## src/rtl/shift_logic_unit.sv

```systemverilog
// Shift/logic unit: bitwise ops plus shifts/rotates done iteratively one bit per cycle.
// Define SHIFT_LOGIC_UNIT_BARREL_EN to finish every shift/rotate in a single step.
//
// state | meaning
// IDLE  | waiting for start; captures op/in1/in2
// SHIFT | one-bit shift/rotate per cycle while count runs down
// DONE  | out valid, done pulse, return to IDLE
module shift_logic_unit #(
    parameter int WIDTH = 8
) (
    input  logic             clk,
    input  logic             rst,
    input  logic             start,
    input  logic [3:0]       op,
    input  logic [WIDTH-1:0] in1,
    input  logic [WIDTH-1:0] in2,
    output logic             busy,
    output logic             done,
    output logic [WIDTH-1:0] out
);

    localparam int LW = $clog2(WIDTH);
    localparam int CW = LW + 1;

    typedef enum logic [1:0] {IDLE, SHIFT, DONE} state_t;

    state_t           state_q, state_d;
    logic [3:0]       op_q, op_d;
    logic [WIDTH-1:0] work_q, work_d;
    logic [WIDTH-1:0] out_q, out_d;
    logic [CW-1:0]    cnt_q, cnt_d;
    logic             sign_q, sign_d;
    logic             busy_q, busy_d;
    logic             done_q, done_d;
    logic [WIDTH-1:0] step;

`ifdef SHIFT_LOGIC_UNIT_BARREL_EN
    function automatic logic [WIDTH-1:0] result_full(input logic [3:0] o,
                                                     input logic [WIDTH-1:0] a,
                                                     input logic [WIDTH-1:0] b);
        logic [2*WIDTH-1:0] dbl;
        logic [LW-1:0]      r;
        r   = b[LW-1:0];
        dbl = '0;
        case (o)
            4'd0:       return a & b;
            4'd1:       return a | b;
            4'd2:       return a ^ b;
            4'd3:       return $unsigned($signed(a) >>> b);
            4'd4, 4'd6: return a << b;
            4'd5:       return a >> b;
            4'd7:       return ~a;
            4'd8: begin
                dbl = {a, a} >> r;
                return dbl[WIDTH-1:0];
            end
            4'd9: begin
                dbl = {a, a} << r;
                return dbl[2*WIDTH-1:WIDTH];
            end
            default:    return '0;
        endcase
    endfunction
`else
    function automatic logic [CW-1:0] shift_count(input logic [3:0] o,
                                                  input logic [WIDTH-1:0] b);
        case (o)
            4'd3, 4'd4, 4'd5, 4'd6:
                return (b >= WIDTH'(WIDTH)) ? CW'(WIDTH) : b[CW-1:0];
            4'd8, 4'd9: return {1'b0, b[LW-1:0]};
            default:    return '0;
        endcase
    endfunction

    // Result when no shifting is needed; zero-count shifts/rotates pass in1 through.
    function automatic logic [WIDTH-1:0] result_no_shift(input logic [3:0] o,
                                                         input logic [WIDTH-1:0] a,
                                                         input logic [WIDTH-1:0] b);
        case (o)
            4'd0:                                return a & b;
            4'd1:                                return a | b;
            4'd2:                                return a ^ b;
            4'd7:                                return ~a;
            4'd3, 4'd4, 4'd5, 4'd6, 4'd8, 4'd9: return a;
            default:                             return '0;
        endcase
    endfunction

    logic [CW-1:0] k_cap;
    assign k_cap = shift_count(op, in2);
`endif

    always_comb begin
        case (op_q)
            4'd3:       step = {sign_q, work_q[WIDTH-1:1]};
            4'd4, 4'd6: step = {work_q[WIDTH-2:0], 1'b0};
            4'd5:       step = {1'b0, work_q[WIDTH-1:1]};
            4'd8:       step = {work_q[0], work_q[WIDTH-1:1]};
            4'd9:       step = {work_q[WIDTH-2:0], work_q[WIDTH-1]};
            default:    step = work_q;
        endcase
    end

    always_comb begin
        state_d = state_q;
        op_d    = op_q;
        work_d  = work_q;
        out_d   = out_q;
        cnt_d   = cnt_q;
        sign_d  = sign_q;
        case (state_q)
            IDLE: begin
                if (start) begin
                    op_d   = op;
                    work_d = in1;
                    sign_d = in1[WIDTH-1];
`ifdef SHIFT_LOGIC_UNIT_BARREL_EN
                    cnt_d   = '0;
                    out_d   = result_full(op, in1, in2);
                    state_d = DONE;
`else
                    cnt_d = k_cap;
                    if (k_cap != '0) begin
                        state_d = SHIFT;
                    end else begin
                        out_d   = result_no_shift(op, in1, in2);
                        state_d = DONE;
                    end
`endif
                end
            end
            SHIFT: begin
                work_d = step;
                cnt_d  = cnt_q - 1'b1;
                if (cnt_q == CW'(1)) begin
                    out_d   = step;
                    state_d = DONE;
                end
            end
            DONE:    state_d = IDLE;
            default: state_d = IDLE;
        endcase
        busy_d = (state_d != IDLE);
        done_d = (state_d == DONE);
    end

    always_ff @(posedge clk) begin
        if (rst) begin
            state_q <= IDLE;
            op_q    <= '0;
            work_q  <= '0;
            out_q   <= '0;
            cnt_q   <= '0;
            sign_q  <= 1'b0;
            busy_q  <= 1'b0;
            done_q  <= 1'b0;
        end else begin
            state_q <= state_d;
            op_q    <= op_d;
            work_q  <= work_d;
            out_q   <= out_d;
            cnt_q   <= cnt_d;
            sign_q  <= sign_d;
            busy_q  <= busy_d;
            done_q  <= done_d;
        end
    end

    assign busy = busy_q;
    assign done = done_q;
    assign out  = out_q;

endmodule

```

## config.mk

```make
export PLATFORM = sky130hd
export DESIGN_NAME = shift_logic_unit
export DESIGN_NICKNAME = d
export VERILOG_FILES = /design/src/rtl/shift_logic_unit.sv
export SDC_FILE = /design/constraint.sdc
export NUM_CORES = 1
export LEC_CHECK = 0
export ABC_CLOCK_PERIOD_IN_PS = 2400
export CORE_ASPECT_RATIO = 0.5
export CORE_MARGIN = 5
export CORE_UTILIZATION = 45
export DETAILED_ROUTE_END_ITERATION = 10
export DONT_BUFFER_PORTS = 1
export PLACE_DENSITY = 0.67
export SETUP_SLACK_MARGIN = 0.3
export SLEW_MARGIN = 20
export SYNTH_ARGS = -nofsm -noshare
export SYNTH_HDL_FRONTEND = slang
export SYNTH_SLANG_ARGS = --single-unit
```

## constraint.sdc

```tcl
create_clock -name clk -period 2.4 [get_ports clk]
set_input_delay 0.72 -clock clk [delete_from_list [all_inputs] [get_ports clk]]
set_output_delay 0.72 -clock clk [all_outputs]
set_load 0.1 [all_outputs]
```

==> flow_summary_export.csv, run 1 <==
group,metric,value,unit
setup_path,setup.worst_path.start,"op_q[3]",
setup_path,criticalPathCategory,"reg2reg",
setup_path,cp-end-kind,"flop",
detailed_routing,drtPass1Iterations,5,
setup_path,crit_arrival,2090,ps
place,port_buffers,0,
clocking,root_buffer,"clkbuf_8",
sta,finalCriticalPeriod,1896,ps
cells_and_area,stdcell_count,359,
hold_path,hold_path.class,"reg2reg",
floorplan,core,5045,sq um
synthesis,yosysWarnings,0,
detailed_routing,drc,0,
cells_and_area,drive_gt1_share,15.57,%
detailed_routing,drt_iter0_drc,221,
clocking,post_cts_resized,0,
flow_run,drv_cap,0,
clocking,cts_htree_levels,2,
floorplan,io_pins,33,
clocking,cts.hold.buffers_added,0,
synthesis,synth-seq-cells,29,
synthesis,ys.flop_type,"dfxtp_1",
floorplan,dieArea,6992,sq um
synthesis,syn_inst,291,
synthesis,synth_area,2404,sq um
sta,finClkSkew,6.085,ps
clocking,cts_tree,"done",
power_and_ir_drop,power_per_cell_area,600.0,nW/um^2
sta,drv_slew,0,
synthesis,syn_area_per_cell,8.260,sq um
clocking,cts_buffer_depth,2,
sta,tightest_slew,546.3,ps
setup_path,crit_fanout,15,
cells_and_area,area_delta_synth_final,5.882,%
sta,slew_headroom,63.58,%
power_and_ir_drop,p_leak,0.9425,nW
synthesis,synthArstFlopShare,0,%
clocking,insertion_delay,290,ps
place,pre_cts_ws,271.8,ps
clocking,clkTransAtPathRegs,70,ps
place,dp.cells,351,
sta,rsz0062_at_grt,"no",
cells_and_area,nNetsFinal,329,
floorplan,die_w,113.4,um
grt,antenna_found_initial,0,
synthesis,synth_cell_types,57,
hold_path,worstHoldStart,"sign_q",
floorplan,initial_core_util,47.64,%
sta,fin_crit_sh,79.00,%
grt,grt_pass1_vias,2018,
cells_and_area,fillers,488,
setup_path,r2r-start,"op_q[3]",
sta,final-setup-viol-count,0,
detailed_routing,num_vias,2189,
grt,grt_pass1_wl,10.19,mm
floorplan,die_h,61.68,um
clocking,cts_setup_buffers,0,
power_and_ir_drop,irDropWorstVdd,0.2681,mV
outcome,status,"completed",
detailed_routing,wl,6.217,mm
clocking,cts-buffers-inserted,5,
clocking,clkSinkCount,29,
sta,max_freq,0.5274,GHz
grt,grt_usage,18.26,%
grt,grt_max_degree,30,
synthesis,seq_area_frac_synth,24.15,%
synthesis,synth_edf_count,0,
cells_and_area,antenna_cells,0,
sta,setup_slack,504.0,ps
sta,timing.setup.tns,0,ps
setup_path,cp-start-kind,"flop",
cells_and_area,fin_util,50.45,%
place,hpwl,4.631,mm
grt,grt_overflow,0,
synthesis,synth_nets,332,
detailed_routing,post_drt_wl_per_cell,17.32,um
setup_path,cp.required,2600,ps
detailed_routing,via_per_inst,6.097,
detailed_routing,ant_nets,0,
sta,finalHoldViolCount,0,
power_and_ir_drop,finalPower,0.001527,W
floorplan,num_rows,18,
place,place.gp.congestion,0.8988,
sequential cells by signal, indices dropped and copies added (netlist names):
signal and cells:
busy 1, cnt_q 4, done 1, op_q 4, out 8, sign_q 1, state_q 2, work_q 8
cell type report:
cell class / count / area (sq um) / area share [%]
clock inverters: 3 / 17.52 / 0.6883
clock buffers: 5 / 68.82 / 2.704
multi-input cells: 218 / 1614 / 63.42
inverters: 21 / 78.83 / 3.097
well taps: 70 / 87.58 / 3.441
repair buffers: 13 / 97.59 / 3.835
flip-flops and latches: 29 / 580.6 / 22.81
final timing paths:
kind / endpoint / slack (ps) / cells past startpoint
worst min-delay path: sign_q / 460 / 2
worst max register to register: out[5] / 500 / 5
worst max-delay path: out[5] / 500 / 5
worst min register to register: sign_q / 460 / 2
where the power goes:
part,leakage [nW],switching (W),internal [W],total (W)
sequential,0.238,0.0000569,0.000531,0.000588
combinational,0.660,0.000346,0.000191,0.000536
clock,0.0439,0.000203,0.000200,0.000403
synthesized netlist by cell type (7+ instances only):
library cell   n  share of area, %
ha_1          18               9.4
dfxtp_1       29                24
nand2b_1      10               2.6
nand2_1       26               4.1
inv_1         20               3.1
a31oi_1        9               2.3
a21oi_1       26               5.4
nand3_1       12               2.5
nor2_1         9               1.4
buf_2         11               2.3
a311oi_2       7               4.4
critical path: stages (launching register included):
cell and delay (ps):
dfxtp_1 560, or4b_1 500, o21ai_2 140, a222oi_1 130
nand2b_1 220, a311oi_2 250
cell families (layout without fill, tap and decap cells):
| logic type | Yosys count | in the layout | share of synthesized area [%] |
|---|---|---|---|
| AOI/OAI and AO/OA | 92 | 92 | 30.45 |
| xor gates and xnor gates | 3 | 3 | 1.093 |
| adders and majority gates | 18 | 18 | 9.370 |
| buffers and inverters | 44 | 42 | 8.693 |
| DFF | 29 | 29 | 24.15 |
| muxes | 5 | 5 | 2.186 |
| and+or+nand+nor | 100 | 100 | 24.05 |
per-stage QoR:
step                      area [sq um]  hold slack (ps)
after detailed placement          2459            448.8
final                             2545            456.4
after global placement            2459            442.4
after CTS                         2545            458.0
after floorplan                   2404            436.3
after global routing              2545            467.2
cells in the final DEF, fill, tap and decap left out, drive strengths merged, types with 7 or more instances in the layout:
master and instances:
nor2 9, nand2b 10, inv 21, nand2 26, and2 7, dfxtp 29
a31oi 9, buf 13, ha 18, a21oi 28, o21ai 11, a311oi 7
nand3 13
metal layers:
| layer | global-route usage [%] | share of wire, % | up-vias |
|---|---|---|---|
| met1 | 26.04 | 49 | 1041 |
| met3 | 4.416 | 6.2 | 8 |
| met5 | 0 | 0 | - |
| met4 | 5.308 | 1.3 | 0 |
| li1 | - | - | 1074 |
| met2 | 27.61 | 43 | 66 |
(Power assumes the default switching activity.)
==> inputs of run 2 (changes only) <==
Settings changed: ABC_AREA set to 1, ABC_CLOCK_PERIOD_IN_PS 2400 to 1800.
Clock period 2.4 ns to 1.8 ns, I/O delays scaled along.
==> run 2 against run 1 <==
Net effect: clock skew is 1.6 ps lower; worst setup slack worse by 150 ps; largest power group unchanged; flip-flop and latch count is the same; die area shrank 6.6%; combinational power increased by 27%; clock power up 31%; fmax up 31%; final cell count rose by 28%; routed wire length decreased by 3.5%; count of clock-buffer cells in the layout is 2 higher; via count up 4.8%.
==> flow_summary_export.csv, run 2 <==
group,metric,value,unit
detailed_routing,via_per_inst,4.996,
setup_path,cp-end-kind,"flop",
cells_and_area,final_common_cell,"nand2_1",
power_and_ir_drop,finalPower,0.001956,W
sta,drv_slew,0,
floorplan,num_rows,18,
outcome,status,"completed",
sta,finalCriticalPeriod,1443,ps
power_and_ir_drop,power_per_cell_area,765.4,nW/um^2
synthesis,synth_area_leaders,"dfxtp_1 (26%), nand2_1 (23%), ha_1 (10%)",
floorplan,die_h,59.71,um
grt,grt_pass1_vias,2062,
place,dp.cells,448,
clocking,cts_tree,"done",
grt,antenna_found_initial,0,
sta,slew_headroom,70.37,%
grt,met2_usage,26.37,%
cells_and_area,finalInstanceArea,2555,sq um
flow_run,drv_cap,0,
synthesis,synth_top_cell_by_area,"dfxtp_1",
hold_path,hold_path.class,"in2reg",
setup_path,cp_num_buf_inv,2,
setup_path,crit_family,"simple AND/OR/NAND/NOR gates",
synthesis,synth_most_common_cell,"nand2_1",
sta,final-setup-viol-count,0,
cells_and_area,fillers,497,
grt,grt_max_degree,19,
synthesis,seq_area_frac_synth,26.11,%
sta,fin_crit_sh,80.15,%
sta,hold_slack,329.6,ps
floorplan,die_w,109.4,um
synthesis,synth_edf_count,0,
detailed_routing,ant_nets,0,
place,place_area,2372,sq um
cells_and_area,final_cell_mix,"nand2_1 (133), inv_1 (46), nor2_1 (36)",
sta,finalHoldViolCount,0,
floorplan,initial_core_util,45.92,%
detailed_routing,num_vias,2293,
clocking,cts-buffers-inserted,5,
detailed_routing,drt_iter0_drc,222,
floorplan,io_pins,33,
setup_path,crit_fanout,8,
clocking,insertion_delay,270,ps
synthesis,synth_cell_types,22,
setup_path,critPathSlowestCell,"dfxtp_4",
detailed_routing,post_drt_wl_per_cell,13.07,um
sta,timing.setup.tns,0,ps
clocking,cts_buffer_depth,2,
cells_and_area,stdcell_count,459,
sta,tightest_slew,444.0,ps
synthesis,synth-seq-cells,29,
synthesis,synth_nets,414,
place,port_buffers,0,
clocking,clkTransAtPathRegs,60,ps
setup_path,max_stage_delay,370,ps
grt,grt_usage,18.88,%
place,place.gp.congestion,0.8758,
setup_path,cp-start-kind,"flop",
clocking,cts.hold.buffers_added,0,
setup_path,path_cells,"inv_1, nor2_4, o21ai_4, buf_4, nand4_1, nand3_1, nand2_1, nand2_1, nor2_1, nor2_1",
cells_and_area,antenna_cells,0,
detailed_routing,drc,0,
synthesis,synth_area,2223,sq um
synthesis,synth.top_cells.by_count,"nand2_1 (137), inv_1 (48), nor2_1 (41)",
synthesis,syn_inst,373,
setup_path,criticalPathCategory,"reg2reg",
grt,use_met1,28.75,%
grt,top_usage_layer,"met1",
clocking,root_buffer,"clkbuf_8",
grt,grt_overflow,0,
synthesis,ys.flop_type,"dfxtp_1",
detailed_routing,wl,6.001,mm
synthesis,yosysWarnings,0,
synthesis,synthArstFlopShare,0,%
sta,max_freq,0.6931,GHz
clocking,clkSinkCount,29,
sta,finClkSkew,4.470,ps
synthesis,synth_top_area_share,26.11,%
cells_and_area,area_delta_synth_final,14.91,%
floorplan,core,4842,sq um
detailed_routing,drtPass1Iterations,6,
power_and_ir_drop,irDropWorstVdd,0.3556,mV
grt,grt_pass1_wl,9.770,mm
grt,grtUsageMet3,4.423,%
setup_path,cp.required,1960,ps
cells_and_area,nNetsFinal,430,
place,hpwl,4.570,mm
power_and_ir_drop,p_leak,1.294,nW
setup_path,crit_arrival,1610,ps
sta,rsz0062_at_grt,"yes",
synthesis,syn_area_per_cell,5.961,sq um
floorplan,dieArea,6532,sq um
clocking,cts_htree_levels,2,
cells_and_area,drive_gt1_share,13.11,%
==> run 2: layout make-up <==
type / instances / area [sq um] / share of cell area [%]
clock buffer: 7 / 86.33 / 3.379
inverter: 49 / 190.2 / 7.444
multi-input combinational: 285 / 1460 / 57.15
sequential: 29 / 588.1 / 23.02
tap: 70 / 87.58 / 3.428
timing repair buffer: 18 / 135.1 / 5.289
timing repair inverter: 1 / 7.507 / 0.2938
==> run 2: report_power, final <==
group          switching (W)  leakage [nW]  internal, W
Combinational       0.000495          1.01     0.000188
Clock               0.000224        0.0443     0.000302
Sequential         0.0000422         0.240     0.000704
Total               0.000761          1.29      0.00119
==> run 2: logic make-up (layout without fill, tap and decap cells) <==
group,after synthesis,count (layout),share of synthesized area [%]
fa+ha+maj,18,18,10.13
flops,29,29,26.11
simple gates,233,233,44.68
compound gates,34,34,8.497
buf+inv,59,75,10.58
==> run 2: final timing paths <==
kind | depth (start not counted) | endpoint | slack [ps] | from
worst max register to register | 10 | out[6] | 360 | op_q[2]
worst min-delay path | 1 | work_q[0] | 330 | rst
worst min register to register | 2 | sign_q | 470 | sign_q
worst max-delay path | 10 | out[6] | 360 | op_q[2]
==> run 2: repair_timing <==
item                       4_1_cts  5_1_grt
resized for setup                3       22
pin swaps                        0        3
gates cloned                     0        1
setup endpoints to repair        8       18
setup buffers                    0        3
==> run 2: through the flow <==
step                      setup WS [ps]  util [%]
after detailed placement          88.96     48.99
after floorplan                   275.1         -
after CTS                         306.3     51.01
final                             357.3     52.76
after global routing              207.4     52.76
after global placement            90.84     48.99
==> run 2: per-layer routing <==
metal	share of wire [%]	up-vias	wire, um
li1	-	1215	-
met1	49	967	2952
met2	39	103	2343
met3	11	8	643
met4	1.0	0	61
met5	0	-	0
==> inputs of run 3 (changes only) <==
Settings changed: ABC_AREA 1 to 0, ABC_CLOCK_PERIOD_IN_PS 1800 to 1400.
Clock period 1.8 ns to 1.4 ns, I/O delays scaled along.
==> run 3 against run 2 <==
Net effect: the flow now finishes with violations (setup timing); register-to-register slack got worse by 690 ps; clock skew is 4.3 ps higher; largest cell class unchanged; highest routed layer unchanged; routed wire length up 38%.
==> flow_summary_export.csv, run 3 (same netlist as run 1, synthesis figures left out) <==
group,metric,value,unit
sta,hold_slack,184.9,ps
sta,finalCriticalPeriod,1735,ps
setup_path,crit_family,"simple AND/OR/NAND/NOR gates",
setup_path,max_stage_delay,570,ps
setup_path,crit_fanout,6,
place,place.gp.congestion,0.8925,
setup_path,cp-start-kind,"flop",
grt,grt_max_degree,30,
clocking,clkTransAtPathRegs,70,ps
cells_and_area,seq_area,613.1,sq um
cells_and_area,nNetsFinal,386,
power_and_ir_drop,comb_power_share,47.5,%
setup_path,r2r-end,"out[6]",
setup_path,path_cells,"or4b_1, o21ai_4, a222oi_1, nand2b_1, a311oi_2",
cells_and_area,antenna_cells,0,
detailed_routing,drt_iter0_drc,403,
cells_and_area,final_cell_mix,"buf_4 (39), buf_6 (19), inv_1 (18), nand2_1 (18), a21oi_1 (17)",
hold_path,holdPathStages,1,
cells_and_area,area_delta_synth_final,49.92,%
detailed_routing,num_vias,2633,
outcome,violations,"setup timing",
power_and_ir_drop,finalPower,0.003274,W
floorplan,die_h,61.68,um
detailed_routing,post_drt_wl_per_cell,19.84,um
grt,top_usage_layer,"met2",
clocking,root_buffer,"clkbuf_8",
grt,grt_overflow,0,
cells_and_area,fillers,344,
detailed_routing,ant_nets,0,
place,port_buffers,0,
power_and_ir_drop,clkPwrFrac,21.5,%
hold_path,worstHoldStart,"rst",
setup_path,cp.required,1600,ps
sta,tightest_slew,335.7,ps
sta,fin_crit_sh,124.0,%
detailed_routing,wl,8.254,mm
detailed_routing,drtPass1Iterations,5,
power_and_ir_drop,irDropWorstVdd,0.5143,mV
grt,grt_pass1_wl,12.89,mm
sta,final-setup-viol-count,17,
sta,timing.setup.tns,-4088,ps
grt,grtUsageMet3,6.084,%
clocking,cts_htree_levels,2,
floorplan,dieArea,6992,sq um
power_and_ir_drop,p_sw_share,38.98,%
clocking,cts-buffers-inserted,5,
clocking,cts_buffer_depth,2,
floorplan,io_pins,33,
cells_and_area,drive_gt1_share,47.98,%
clocking,insertion_delay,290,ps
place,hpwl,5.324,mm
detailed_routing,via_per_inst,6.329,
grt,use_met1,30.18,%
power_and_ir_drop,intPower,0.001998,W
detailed_routing,drc,0,
setup_path,critPathSlowestCell,"or4b_1",
place,pre_cts_ws,-319.3,ps
floorplan,core,5045,sq um
power_and_ir_drop,power_per_cell_area,908.6,nW/um^2
grt,grt_usage,23.51,%
setup_path,criticalPathCategory,"reg2reg",
setup_path,reg2reg_slack,-340,ps
sta,rsz0062_at_grt,"yes",
setup_path,r2r-start,"op_q[1]",
floorplan,die_w,113.4,um
floorplan,initial_core_util,47.64,%
power_and_ir_drop,seqPwrFrac,31.0,%
hold_path,hold_end,"op_q[3]",
power_and_ir_drop,p_leak,1.425,nW
sta,setup_slack,-335.4,ps
clocking,cts_tree,"done",
clocking,clkSinkCount,29,
flow_run,drv_cap,0,
setup_path,cp_num_buf_inv,0,
sta,finalHoldViolCount,0,
setup_path,crit_arrival,1930,ps
floorplan,num_rows,18,
grt,grt_pass1_vias,2581,
power_and_ir_drop,switchingPower,0.001276,W
grt,met2_usage,39.23,%
cells_and_area,final_common_cell,"buf_4",
sta,finClkSkew,8.757,ps
cells_and_area,multi_input_area,2013,sq um
setup_path,cp-end-kind,"flop",
hold_path,hold_path.class,"in2reg",
sta,drv_slew,0,
setup_path,r2r.worst_path.cells,5,
clocking,cts.hold.buffers_added,0,
grt,antenna_found_initial,0,
sta,max_freq,0.5763,GHz
sta,slew_headroom,77.62,%
outcome,status,"finished, violations left",
## run 3: changes by cell type in the layout (fill, tap and decap cells not counted), moves of 8 or more
cell     change
nand2_1    -115
dfxtp_2     +11
buf_12      +10
inv_1       -28
o21ai_0      -8
a21oi_2     +10
nor2_1      -30
a21oi_1      +8
buf_6       +19
nand3_1     -25
buf_4       +21
nand4_1     -10
dfxtp_1     -14
## run 3: power groups by stage
stage	logic, W	registers [W]	clock network [W]
after floorplan	0.000652	0.00124	0
after global placement	0.00119	0.00102	0
after detailed placement	0.00122	0.00102	0
after CTS	0.00139	0.00101	0.000695
after global routing	0.00163	0.00102	0.000753
final	0.00156	0.00102	0.000703
## run 3: worst max path at each step
stage,from,cells past startpoint,slack [ps],to
global placement,in1[6],7,-270,out[6]
detailed placement,op_q[1],6,-320,out[2]
finish,op_q[1],5,-340,out[6]
CTS,op_q[1],6,-280,out[2]
floorplan,op[2],7,-220,out[1]
global route,op_q[1],6,-410,out[4]
## run 3: metal layers
metal  part of all wire, %  up-vias  wire (um)
li1                      -     1192          -
met1                    42     1252       3426
met2                    45      166       3748
met3                    11       23        904
met4                   2.1        0        174
met5                     0        -          0
## run 3: worst reg2reg max path: cells and delay by family, from the launching register on
kind	cells	cell delay [ps]
DFF	1	330
AOI/OAI and AO/OA	3	530
and+or+nand+nor	2	790
## run 3: final cells by class
type,count,share of cell area [%]
Timing Repair Buffer,69,20.03
Multi-Input combinational cell,219,55.87
Clock inverter,3,0.4861
Inverter,21,2.257
Tap cell,70,2.431
Clock buffer,5,1.910
Sequential cell,29,17.01
## run 3: metrics by stage
step,area [sq um],utilization (%),instances
after floorplan,2572,-,291
after global placement,2962,58.71,389
after detailed placement,2962,58.71,389
after CTS,3377,66.94,407
after global routing,3603,71.43,416
final,3603,71.43,416
## run 3: what timing repair did
item                                    CTS  global route
buffers inserted                          9             9
gates resized for setup                  57            35
endpoints found under the hold margin     0             0
endpoints found under the setup margin   38            38
pin swaps                                24            29
cloned                                    1             0
